**config.mk**
```make
export PLATFORM = sky130hd
export DESIGN_NAME = mmio_responder
export DESIGN_NICKNAME = d
export VERILOG_FILES = /design/src/rtl/mmio_responder.sv
export SDC_FILE = /design/constraint.sdc
export NUM_CORES = 1
export LEC_CHECK = 0
export ABC_AREA = 1
export CORE_ASPECT_RATIO = 2
export CORE_UTILIZATION = 52
export CTS_BUF_LIST = sky130_fd_sc_hd__clkbuf_8
export CTS_CLUSTER_SIZE = 12
export DETAILED_ROUTE_END_ITERATION = 8
export PLACE_DENSITY = 0.89
export SKIP_CTS_REPAIR_TIMING = 1
export SYNTH_ARGS = -nofsm -noshare
export SYNTH_HDL_FRONTEND = slang
export SYNTH_SLANG_ARGS = --single-unit
```
**constraint.sdc**
```tcl
create_clock -name clock -period 7.1 [get_ports clock]
set_clock_uncertainty 0.2 [all_clocks]
set_input_delay 1.775 -clock clock [delete_from_list [all_inputs] [get_ports clock]]
set_output_delay 1.775 -clock clock [all_outputs]
set_load 0.005 [all_outputs]
```
**src/rtl/mmio_responder.sv**
```systemverilog
// mmio_responder: peripheral side of the CPU's I/O strobes. Holds the LED register,
// debounces switches and buttons, and scans an 8-digit seven-segment display.
module mmio_responder #(
    parameter int unsigned DEBOUNCE_CYCLES = 20000,
    parameter int unsigned SCAN_CYCLES     = 100000
) (
    input  logic        clock,
    input  logic        reset,
    input  logic        IORead,
    input  logic        IOWrite,
    input  logic [9:0]  addr_low,
    input  logic [31:0] wdata,
    output logic [31:0] rdata,
    input  logic [15:0] switch_in,
    input  logic [4:0]  button_in,
    output logic [15:0] led,
    output logic [7:0]  seg_an,
    output logic [7:0]  seg_out
);

    localparam logic [9:0] AddrLed     = 10'h060;
    localparam logic [9:0] AddrSwitch  = 10'h070;
    localparam logic [9:0] AddrButton  = 10'h074;
    localparam logic [9:0] AddrSegVal  = 10'h080;
    localparam logic [9:0] AddrSegMask = 10'h084;

    localparam int unsigned DbW   = (DEBOUNCE_CYCLES > 2) ? $clog2(DEBOUNCE_CYCLES) : 1;
    localparam int unsigned ScanW = (SCAN_CYCLES > 2) ? $clog2(SCAN_CYCLES) : 1;
    localparam logic [DbW-1:0]   DbMax   = DbW'(DEBOUNCE_CYCLES - 1);
    localparam logic [ScanW-1:0] ScanMax = ScanW'(SCAN_CYCLES - 1);

    // Active-low hex font, segments {g,f,e,d,c,b,a}.
    function automatic logic [6:0] hex7(input logic [3:0] n);
        logic [6:0] s;
        case (n)
            4'h0: s = 7'h40;
            4'h1: s = 7'h79;
            4'h2: s = 7'h24;
            4'h3: s = 7'h30;
            4'h4: s = 7'h19;
            4'h5: s = 7'h12;
            4'h6: s = 7'h02;
            4'h7: s = 7'h78;
            4'h8: s = 7'h00;
            4'h9: s = 7'h10;
            4'hA: s = 7'h08;
            4'hB: s = 7'h03;
            4'hC: s = 7'h46;
            4'hD: s = 7'h21;
            4'hE: s = 7'h06;
            default: s = 7'h0E;
        endcase
        return s;
    endfunction

    // Bus-visible registers
    logic [15:0] led_q, led_d;
    logic [31:0] seg_value_q, seg_value_d;
    logic [7:0]  seg_mask_q, seg_mask_d;

    // Switch input path
    logic [15:0]    sw_meta_q, sw_sync_q, sw_prev_q, sw_deb_q, sw_deb_d;
    logic [DbW-1:0] sw_cnt_q, sw_cnt_d;

    // Button input path
    logic [4:0]     bt_meta_q, bt_sync_q, bt_prev_q, bt_deb_q, bt_deb_d;
    logic [DbW-1:0] bt_cnt_q, bt_cnt_d;

    // Display scan
    logic [ScanW-1:0] scan_cnt_q, scan_cnt_d;
    logic [2:0]       idx_q, idx_d;
    logic [7:0]       seg_an_q, seg_an_d;
    logic [7:0]       seg_out_q, seg_out_d;

    // Register file write decode; unmapped addresses are ignored.
    always_comb begin
        led_d       = led_q;
        seg_value_d = seg_value_q;
        seg_mask_d  = seg_mask_q;
        if (IOWrite) begin
            case (addr_low)
                AddrLed:     led_d       = wdata[15:0];
                AddrSegVal:  seg_value_d = wdata;
                AddrSegMask: seg_mask_d  = wdata[7:0];
                default:     ;
            endcase
        end
    end

    // Read mux; combinational so a load sees the pre-write value of a same-cycle store.
    always_comb begin
        rdata = 32'h0;
        if (IORead) begin
            case (addr_low)
                AddrLed:     rdata = {16'h0, led_q};
                AddrSwitch:  rdata = {16'h0, sw_deb_q};
                AddrButton:  rdata = {27'h0, bt_deb_q};
                AddrSegVal:  rdata = seg_value_q;
                AddrSegMask: rdata = {24'h0, seg_mask_q};
                default:     rdata = 32'h0;
            endcase
        end
    end

    // Switch debounce. A change of the synchronized value while a count is in progress
    // restarts it; the cycle on which the count begins already counts as stable.
    always_comb begin
        sw_cnt_d = sw_cnt_q;
        sw_deb_d = sw_deb_q;
        if (sw_sync_q == sw_deb_q) begin
            sw_cnt_d = '0;
        end else if ((sw_sync_q != sw_prev_q) && (sw_cnt_q != '0)) begin
            sw_cnt_d = '0;
        end else if (sw_cnt_q == DbMax) begin
            sw_deb_d = sw_sync_q;
            sw_cnt_d = '0;
        end else begin
            sw_cnt_d = sw_cnt_q + 1'b1;
        end
    end

    // Button debounce, same scheme as the switches.
    always_comb begin
        bt_cnt_d = bt_cnt_q;
        bt_deb_d = bt_deb_q;
        if (bt_sync_q == bt_deb_q) begin
            bt_cnt_d = '0;
        end else if ((bt_sync_q != bt_prev_q) && (bt_cnt_q != '0)) begin
            bt_cnt_d = '0;
        end else if (bt_cnt_q == DbMax) begin
            bt_deb_d = bt_sync_q;
            bt_cnt_d = '0;
        end else begin
            bt_cnt_d = bt_cnt_q + 1'b1;
        end
    end

    // Scan timing and next pin values for the currently selected digit.
    always_comb begin
        scan_cnt_d = scan_cnt_q + 1'b1;
        idx_d      = idx_q;
        if (scan_cnt_q == ScanMax) begin
            scan_cnt_d = '0;
            idx_d      = idx_q + 3'd1;
        end
        seg_an_d  = seg_mask_q[idx_q] ? ~(8'b1 << idx_q) : 8'hFF;
        seg_out_d = {1'b1, hex7(seg_value_q[{idx_q, 2'b00} +: 4])};
    end

    // Bus registers
    always_ff @(posedge clock or posedge reset) begin
        if (reset) begin
            led_q       <= 16'h0;
            seg_value_q <= 32'h0;
            seg_mask_q  <= 8'h0;
        end else begin
            led_q       <= led_d;
            seg_value_q <= seg_value_d;
            seg_mask_q  <= seg_mask_d;
        end
    end

    // Switch synchronizer and debounce state
    always_ff @(posedge clock or posedge reset) begin
        if (reset) begin
            sw_meta_q <= 16'h0;
            sw_sync_q <= 16'h0;
            sw_prev_q <= 16'h0;
            sw_deb_q  <= 16'h0;
            sw_cnt_q  <= '0;
        end else begin
            sw_meta_q <= switch_in;
            sw_sync_q <= sw_meta_q;
            sw_prev_q <= sw_sync_q;
            sw_deb_q  <= sw_deb_d;
            sw_cnt_q  <= sw_cnt_d;
        end
    end

    // Button synchronizer and debounce state
    always_ff @(posedge clock or posedge reset) begin
        if (reset) begin
            bt_meta_q <= 5'h0;
            bt_sync_q <= 5'h0;
            bt_prev_q <= 5'h0;
            bt_deb_q  <= 5'h0;
            bt_cnt_q  <= '0;
        end else begin
            bt_meta_q <= button_in;
            bt_sync_q <= bt_meta_q;
            bt_prev_q <= bt_sync_q;
            bt_deb_q  <= bt_deb_d;
            bt_cnt_q  <= bt_cnt_d;
        end
    end

    // Display scan state and registered pins
    always_ff @(posedge clock or posedge reset) begin
        if (reset) begin
            scan_cnt_q <= '0;
            idx_q      <= 3'd0;
            seg_an_q   <= 8'hFF;
            seg_out_q  <= 8'hFF;
        end else begin
            scan_cnt_q <= scan_cnt_d;
            idx_q      <= idx_d;
            seg_an_q   <= seg_an_d;
            seg_out_q  <= seg_out_d;
        end
    end

    assign led     = led_q;
    assign seg_an  = seg_an_q;
    assign seg_out = seg_out_q;

endmodule
```
==> flow_metrics.env, run 1 <==
export IMPL_relSlewSlack_pct=26.3
export IMPL_cts_buffers=28
export IMPL_synth_top_area_share_pct=48.4
export IMPL_place_port_buffers=129
export IMPL_critPathMaxFanout=25
export IMPL_crit_path_start_kind="input port"
export IMPL_die_area_um2=19500
export IMPL_top_layer_used="met4"
export IMPL_clk_pin_slew_ps=60
export IMPL_whs_ps=148
export IMPL_die_x_um=99.1
export IMPL_syn_to_final_growth_pct=20.7
export IMPL_worst_pin_slew_ps=1100
export IMPL_combinationalPowerShare_pct=7.2
export IMPL_tns_ps=0
export IMPL_required_ps=5120
export IMPL_initial_core_util_pct=53.4
export IMPL_path_cells="clkdlybuf4s50_1 > nor2_1 > nand2_1 > inv_1 > nand2_1 > nor3_4 > buf_4 > nand2_2 > buf_4 > nand4_1 > nand2_2 > nor2_1 > clkdlybuf4s50_1"
export IMPL_switching_share_pct=23.9
export IMPL_fin_crit_ps=6390
export IMPL_layout_drive_gt1_share_pct=6.09
export IMPL_syn_nets=1293
export IMPL_synthArstFlopShare_pct=100
export IMPL_rows=70
export IMPL_hpwlAfterDp_um=18100
export IMPL_power_mw=2.31
export IMPL_drc=0
export IMPL_syn_avg_cell_area_um2=8.12
export IMPL_overflow=0
export IMPL_netSwitchingPower_mw=0.553
export IMPL_cpMaxStageDelayCell="clkdlybuf4s50_1"
export IMPL_hold_path_class="reg -> reg"
export IMPL_viasPerCell=5.43
export IMPL_slowest_delay_ps=540
export IMPL_grt_pass1_wl_um=40400
export IMPL_max_vdd_ir_drop_mv=0.131
export IMPL_critPathKind="in -> out"
export IMPL_synthFlopType="dfrtp_1"
export IMPL_first_pass_iters=5
export IMPL_dp_cells=1527
export IMPL_hold_violations=0
export IMPL_netlist_top_cells_count="nand2_1 (333), dfrtp_1 (190), inv_1 (161)"
export IMPL_yosysUniqueCellTypes=38
export IMPL_antenna_found_initial=0
export IMPL_synth_edf_count=0
export IMPL_synth_seq_cells=205
export IMPL_path_delay_family="buffers and inverters"
export IMPL_vias=8572
export IMPL_setup_viol=0
export IMPL_grt_use_total_pct=26.2
export IMPL_final_cells=1578
export IMPL_p_seq_share_pct=53.1
export IMPL_crit_arrival_ps=4420
export IMPL_ant_nets=0
export IMPL_synth_top_area_cell="dfrtp_1"
export IMPL_yosys_top_cells_area="dfrtp_1 (48%), nand2_1 (13%), inv_1 (6.2%)"
export IMPL_fin_area_um2=11800
export IMPL_grt_pass1_vias=8714
export IMPL_cts_tree="yes"
export IMPL_route_met2_wl_um=13400
export IMPL_clock_latency_ps=560
export IMPL_core_area_um2=18400
export IMPL_fmax_ghz=0.156
export IMPL_synth_cells=1209
export IMPL_drv_cap=0
export IMPL_cp_end_kind="output pin"
export IMPL_yosysWarnings=0
export IMPL_drv_slew=0
export IMPL_wl_met1_um=8090
export IMPL_fin_nets=1425
export IMPL_status="finished clean"
export IMPL_crit_buf_inv=5
export IMPL_cts_buffer_depth=3
export IMPL_diodes=0
export IMPL_fin_crit_sh_pct=90.1
export IMPL_dieHeight_um=196
export IMPL_p_int_mw=1.76
export IMPL_finalWirelength_um=24600
export IMPL_clockRootBuffer="clkbuf_8"
export IMPL_ioPinCount=131
export IMPL_route_met3_wl_um=1330
export IMPL_grt_max_degree=119
export IMPL_ys_seq_area_share_pct=52.5
export IMPL_gp_congestion=0.987
export IMPL_cts_sinks=205
export IMPL_wl_per_cell_um=15.6
export IMPL_clkPwrFrac_pct=39.7
export IMPL_synth_area_um2=9810
export IMPL_rsz0062_at_grt="no"
export IMPL_leakagePower_nw=5.71
export IMPL_powerDensity_nw_per_um2=195
export IMPL_yosys_cell_count_top_type="nand2_1"
export IMPL_cts_htree_levels=1
export IMPL_dpl_instance_area_um2=11300
export IMPL_drt_iter0_markers=510
[path summary, 6_finish.rpt]
check                      slack [ps]          from       endpoint  depth (start not counted)
setup reg to reg                 3170      idx_q[0]     seg_out[5]                         10
min in group asynchronous        1430         reset   bt_prev_q[4]                          2
max in group asynchronous        4140         reset  sw_prev_q[11]                          3
setup / recovery                  710   addr_low[1]       rdata[3]                         13
hold / removal                    150  sw_meta_q[5]   sw_sync_q[5]                          0
hold reg to reg                   150  sw_meta_q[5]   sw_sync_q[5]                          0
[sequential cells by signal (all words and copies together), names as in the netlist, 5 cells and up]
register / flops
seg_mask_q: 8
sw_meta_q: 16
bt_cnt_q: 15
bt_prev_q: 5
bt_deb_q: 5
sw_sync_q: 16
seg_an: 8
bt_sync_q: 5
sw_prev_q: 16
sw_cnt_q: 15
bt_meta_q: 5
scan_cnt_q: 17
seg_value_q: 32
sw_deb_q: 16
seg_out: 7
led: 16
[layout by cell type (no fill, tap or decap), drive strengths merged, types with 5 or more instances in the layout]
| master | instances |
|---|---|
| nand3 | 65 |
| nor2 | 158 |
| xor2 | 30 |
| dfstp | 15 |
| inv | 171 |
| nand4 | 36 |
| clkdlybuf4s50 | 129 |
| clkinv | 7 |
| dfrtp | 190 |
| nand2 | 337 |
| o21ai | 94 |
| o211ai | 7 |
| xnor2 | 10 |
| buf | 5 |
| ha | 17 |
| a21oi | 14 |
| nor3 | 21 |
| clkbuf | 39 |
[power by group through the flow]
| stage | Clock (mW) | Sequential (mW) | Combinational [mW] |
|---|---|---|---|
| after floorplan | 0 | 1.24 | 0.0992 |
| after global placement | 0 | 1.24 | 0.165 |
| after detailed placement | 0 | 1.25 | 0.169 |
| after CTS | 0.931 | 1.23 | 0.170 |
| after global routing | 0.989 | 1.23 | 0.191 |
| final | 0.918 | 1.23 | 0.166 |
[metal layers]
layer  track usage (%)  vias up
li1                  -     4061
met1              25.1     4009
met2              48.8      373
met3              4.74      129
met4              19.6        0
met5                 0        -
[cell families after synthesis]
group | share of synthesized area [%]
AO/OA/AOI/OAI | 6.41
XOR/XNOR | 3.57
adder cells (fa/ha/maj) | 2.17
buffers and inverters | 8.20
flip-flops | 52.5
other | 0.0382
AND/OR/NAND/NOR | 27.2
[through the flow]
step           util, %  setup slack, ps
2_1_floorplan        -             2260
3_3_place_gp      61.2              839
3_5_place_dp      61.2              762
4_1_cts           64.4              756
5_1_grt           64.4              598
6_report          64.4              705
[worst reg2reg max path, stage by stage, from the launching register on]
cell	delay, ps
dfrtp_1	950
inv_1	550
o21ai_0	610
nand2_1	90
o21ai_0	640
inv_1	220
ha_1	270
nand2_1	120
o21ai_0	110
nand2_1	60
nand2_1	50
[final cells by class]
cell class	count	area, µm²
clock buffer	39	537
clock inverter	12	53.8
fill	1449	6550
inverter	167	631
multi-input combinational	805	3860
sequential	205	5150
tap	216	270
timing repair buffer	134	1340
Note: power is estimated with default switching activity, not from simulation.
==> run 2, diff against run 1 <==
--- a/config.mk
+++ b/config.mk
@@ -12,7 +12,9 @@
 export CTS_CLUSTER_SIZE = 12
 export DETAILED_ROUTE_END_ITERATION = 8
 export PLACE_DENSITY = 0.89
+export RECOVER_POWER = 25
 export SKIP_CTS_REPAIR_TIMING = 1
+export SLEW_MARGIN = 10
 export SYNTH_ARGS = -nofsm -noshare
 export SYNTH_HDL_FRONTEND = slang
 export SYNTH_SLANG_ARGS = --single-unit
==> flow_metrics.env, run 2 (synthesis results as in run 1) <==
export IMPL_status="finished clean"
export IMPL_grt_pass1_vias=8714
export IMPL_hold_violations=0
export IMPL_clk_pin_slew_ps=60
export IMPL_worst_pin_slew_ps=1090
export IMPL_fin_crit_sh_pct=90.1
export IMPL_first_pass_iters=6
export IMPL_die_x_um=99.1
export IMPL_vias=8552
export IMPL_required_ps=5120
export IMPL_fmax_ghz=0.156
export IMPL_largest_reg_flops=32
export IMPL_max_flop_register="seg_value_q"
export IMPL_use_met2_pct=48.8
export IMPL_regToRegSetupSlack_ps=3170
export IMPL_rsz0062_at_grt="no"
export IMPL_crit_path_start_kind="input port"
export IMPL_clockRootBuffer="clkbuf_8"
export IMPL_slowest_delay_ps=530
export IMPL_whs_ps=148
export IMPL_drc=0
export IMPL_leakagePower_nw=5.71
export IMPL_syn_to_final_growth_pct=20.6
export IMPL_max_vdd_ir_drop_mv=0.130
export IMPL_seqCellArea_um2=5150
export IMPL_cts_sinks=205
export IMPL_die_area_um2=19500
export IMPL_crit_arrival_ps=4420
export IMPL_finalWirelength_um=24500
export IMPL_cts_tree="yes"
export IMPL_path_cells="clkdlybuf4s50_1 > nor2_1 > nand2_1 > inv_1 > nand2_1 > nor3_4 > buf_4 > nand2_2 > buf_4 > nand4_1 > nand2_2 > nor2_1 > clkdlybuf4s50_1"
export IMPL_cts_buffer_depth=3
export IMPL_place_port_buffers=129
export IMPL_grt_busiest_layer="met2"
export IMPL_final_common_cell="nand2_1"
export IMPL_relSlewSlack_pct=26.7
export IMPL_reg2reg_to="seg_out[5]"
export IMPL_drv_slew=0
export IMPL_reg2reg_depth=10
export IMPL_hold_path_class="reg -> reg"
export IMPL_diodes=0
export IMPL_multi_input_area_um2=3860
export IMPL_fin_nets=1425
export IMPL_grt_use_total_pct=26.2
export IMPL_antenna_found_initial=0
export IMPL_dieHeight_um=196
export IMPL_clock_latency_ps=560
export IMPL_fillCellCount=1451
export IMPL_ant_nets=0
export IMPL_cp_end_kind="output pin"
export IMPL_critPathKind="in -> out"
export IMPL_overflow=0
export IMPL_ioPinCount=131
export IMPL_gp_congestion=0.987
export IMPL_hold_end="sw_sync_q[5]"
export IMPL_viasPerCell=5.42
export IMPL_grtUsageMet3_pct=4.74
export IMPL_wl_per_cell_um=15.5
export IMPL_cpMaxStageDelayCell="clkdlybuf4s50_1"
export IMPL_grt_max_degree=119
export IMPL_setup_viol=0
export IMPL_drt_iter0_markers=516
export IMPL_tns_ps=0
export IMPL_initial_core_util_pct=53.4
export IMPL_powerDensity_nw_per_um2=195
export IMPL_drv_cap=0
export IMPL_fin_crit_ps=6390
export IMPL_hpwlAfterDp_um=18100
export IMPL_layout_common_cells="nand2_1 (333), dfrtp_1 (190), inv_1 (168), nor2_1 (156), clkdlybuf4s50_1 (107)"
export IMPL_largest_registers="seg_value_q (32), scan_cnt_q (17)"
export IMPL_use_met1_pct=25.1
export IMPL_grt_pass1_wl_um=40400
export IMPL_cts_htree_levels=1
export IMPL_core_area_um2=18400
export IMPL_critPathMaxFanout=25
export IMPL_layout_drive_gt1_share_pct=6.02
export IMPL_rows=70
export IMPL_holdPathStages=0
export IMPL_holdCritStartpoint="sw_meta_q[5]"
export IMPL_cts_buffers=28
export IMPL_r2r_start="idx_q[0]"
[run 2: cell types whose count changed in the layout (fill, tap and decap cells not counted)]
cell / previous run / this run
clkdlybuf4s50_1: 129 / 107
clkinvlp_2: 0 / 1
clkinvlp_4: 1 / 0
dlygate4sd3_1: 0 / 22
nor3_1: 18 / 19
nor3_2: 1 / 0
[run 2: per-stage QoR]
| step | util [%] | power (mW) | worst slack (ps) | instance area (µm²) | instances |
|---|---|---|---|---|---|
| after floorplan | - | 1.34 | 2260 | 9820 | 1209 |
| after global placement | 61.2 | 1.41 | 839 | 11300 | 1527 |
| after detailed placement | 61.2 | 1.42 | 762 | 11300 | 1527 |
| after CTS | 64.4 | 2.33 | 756 | 11800 | 1578 |
| after global routing | 64.3 | 2.41 | 598 | 11800 | 1578 |
| final | 64.3 | 2.31 | 706 | 11800 | 1578 |
[run 2: layer usage]
layer  up-vias  part of all wire [%]
met3       124                   5.3
met1      4003                    33
li1       4063                     -
met5         -                     0
met4         0                   7.1
met2       362                    55
[run 2: power by group]
| part | total, mW | internal (mW) | leakage (nW) | switching, mW |
|---|---|---|---|---|
| Combinational | 0.164 | 0.0672 | 2.73 | 0.0967 |
| Sequential | 1.23 | 1.20 | 2.65 | 0.0258 |
| Clock | 0.917 | 0.488 | 0.339 | 0.430 |
| Total | 2.31 | 1.75 | 5.71 | 0.552 |
[run 2: cell type report]
cell class / count / area share [%]
flip-flops and latches: 205 / 43.5
clock inverters: 12 / 0.455
clock buffers: 39 / 4.54
multi-input cells: 805 / 32.6
well taps: 216 / 2.28
inverters: 167 / 5.31
repair buffers: 134 / 11.3
[run 2: critical path: cells and delay by family]
kind | cells | cell delay, ps
buf+inv | 5 | 1460
simple gates | 8 | 1170
[run 2: how the worst max path moves through the flow]
stage	end	slack (ps)	startpoint
floorplan	rdata[0]	2260	addr_low[1]
global placement	rdata[1]	840	addr_low[1]
detailed placement	rdata[4]	760	addr_low[1]
CTS	rdata[3]	760	addr_low[6]
global route	rdata[0]	600	addr_low[1]
finish	rdata[4]	710	addr_low[1]
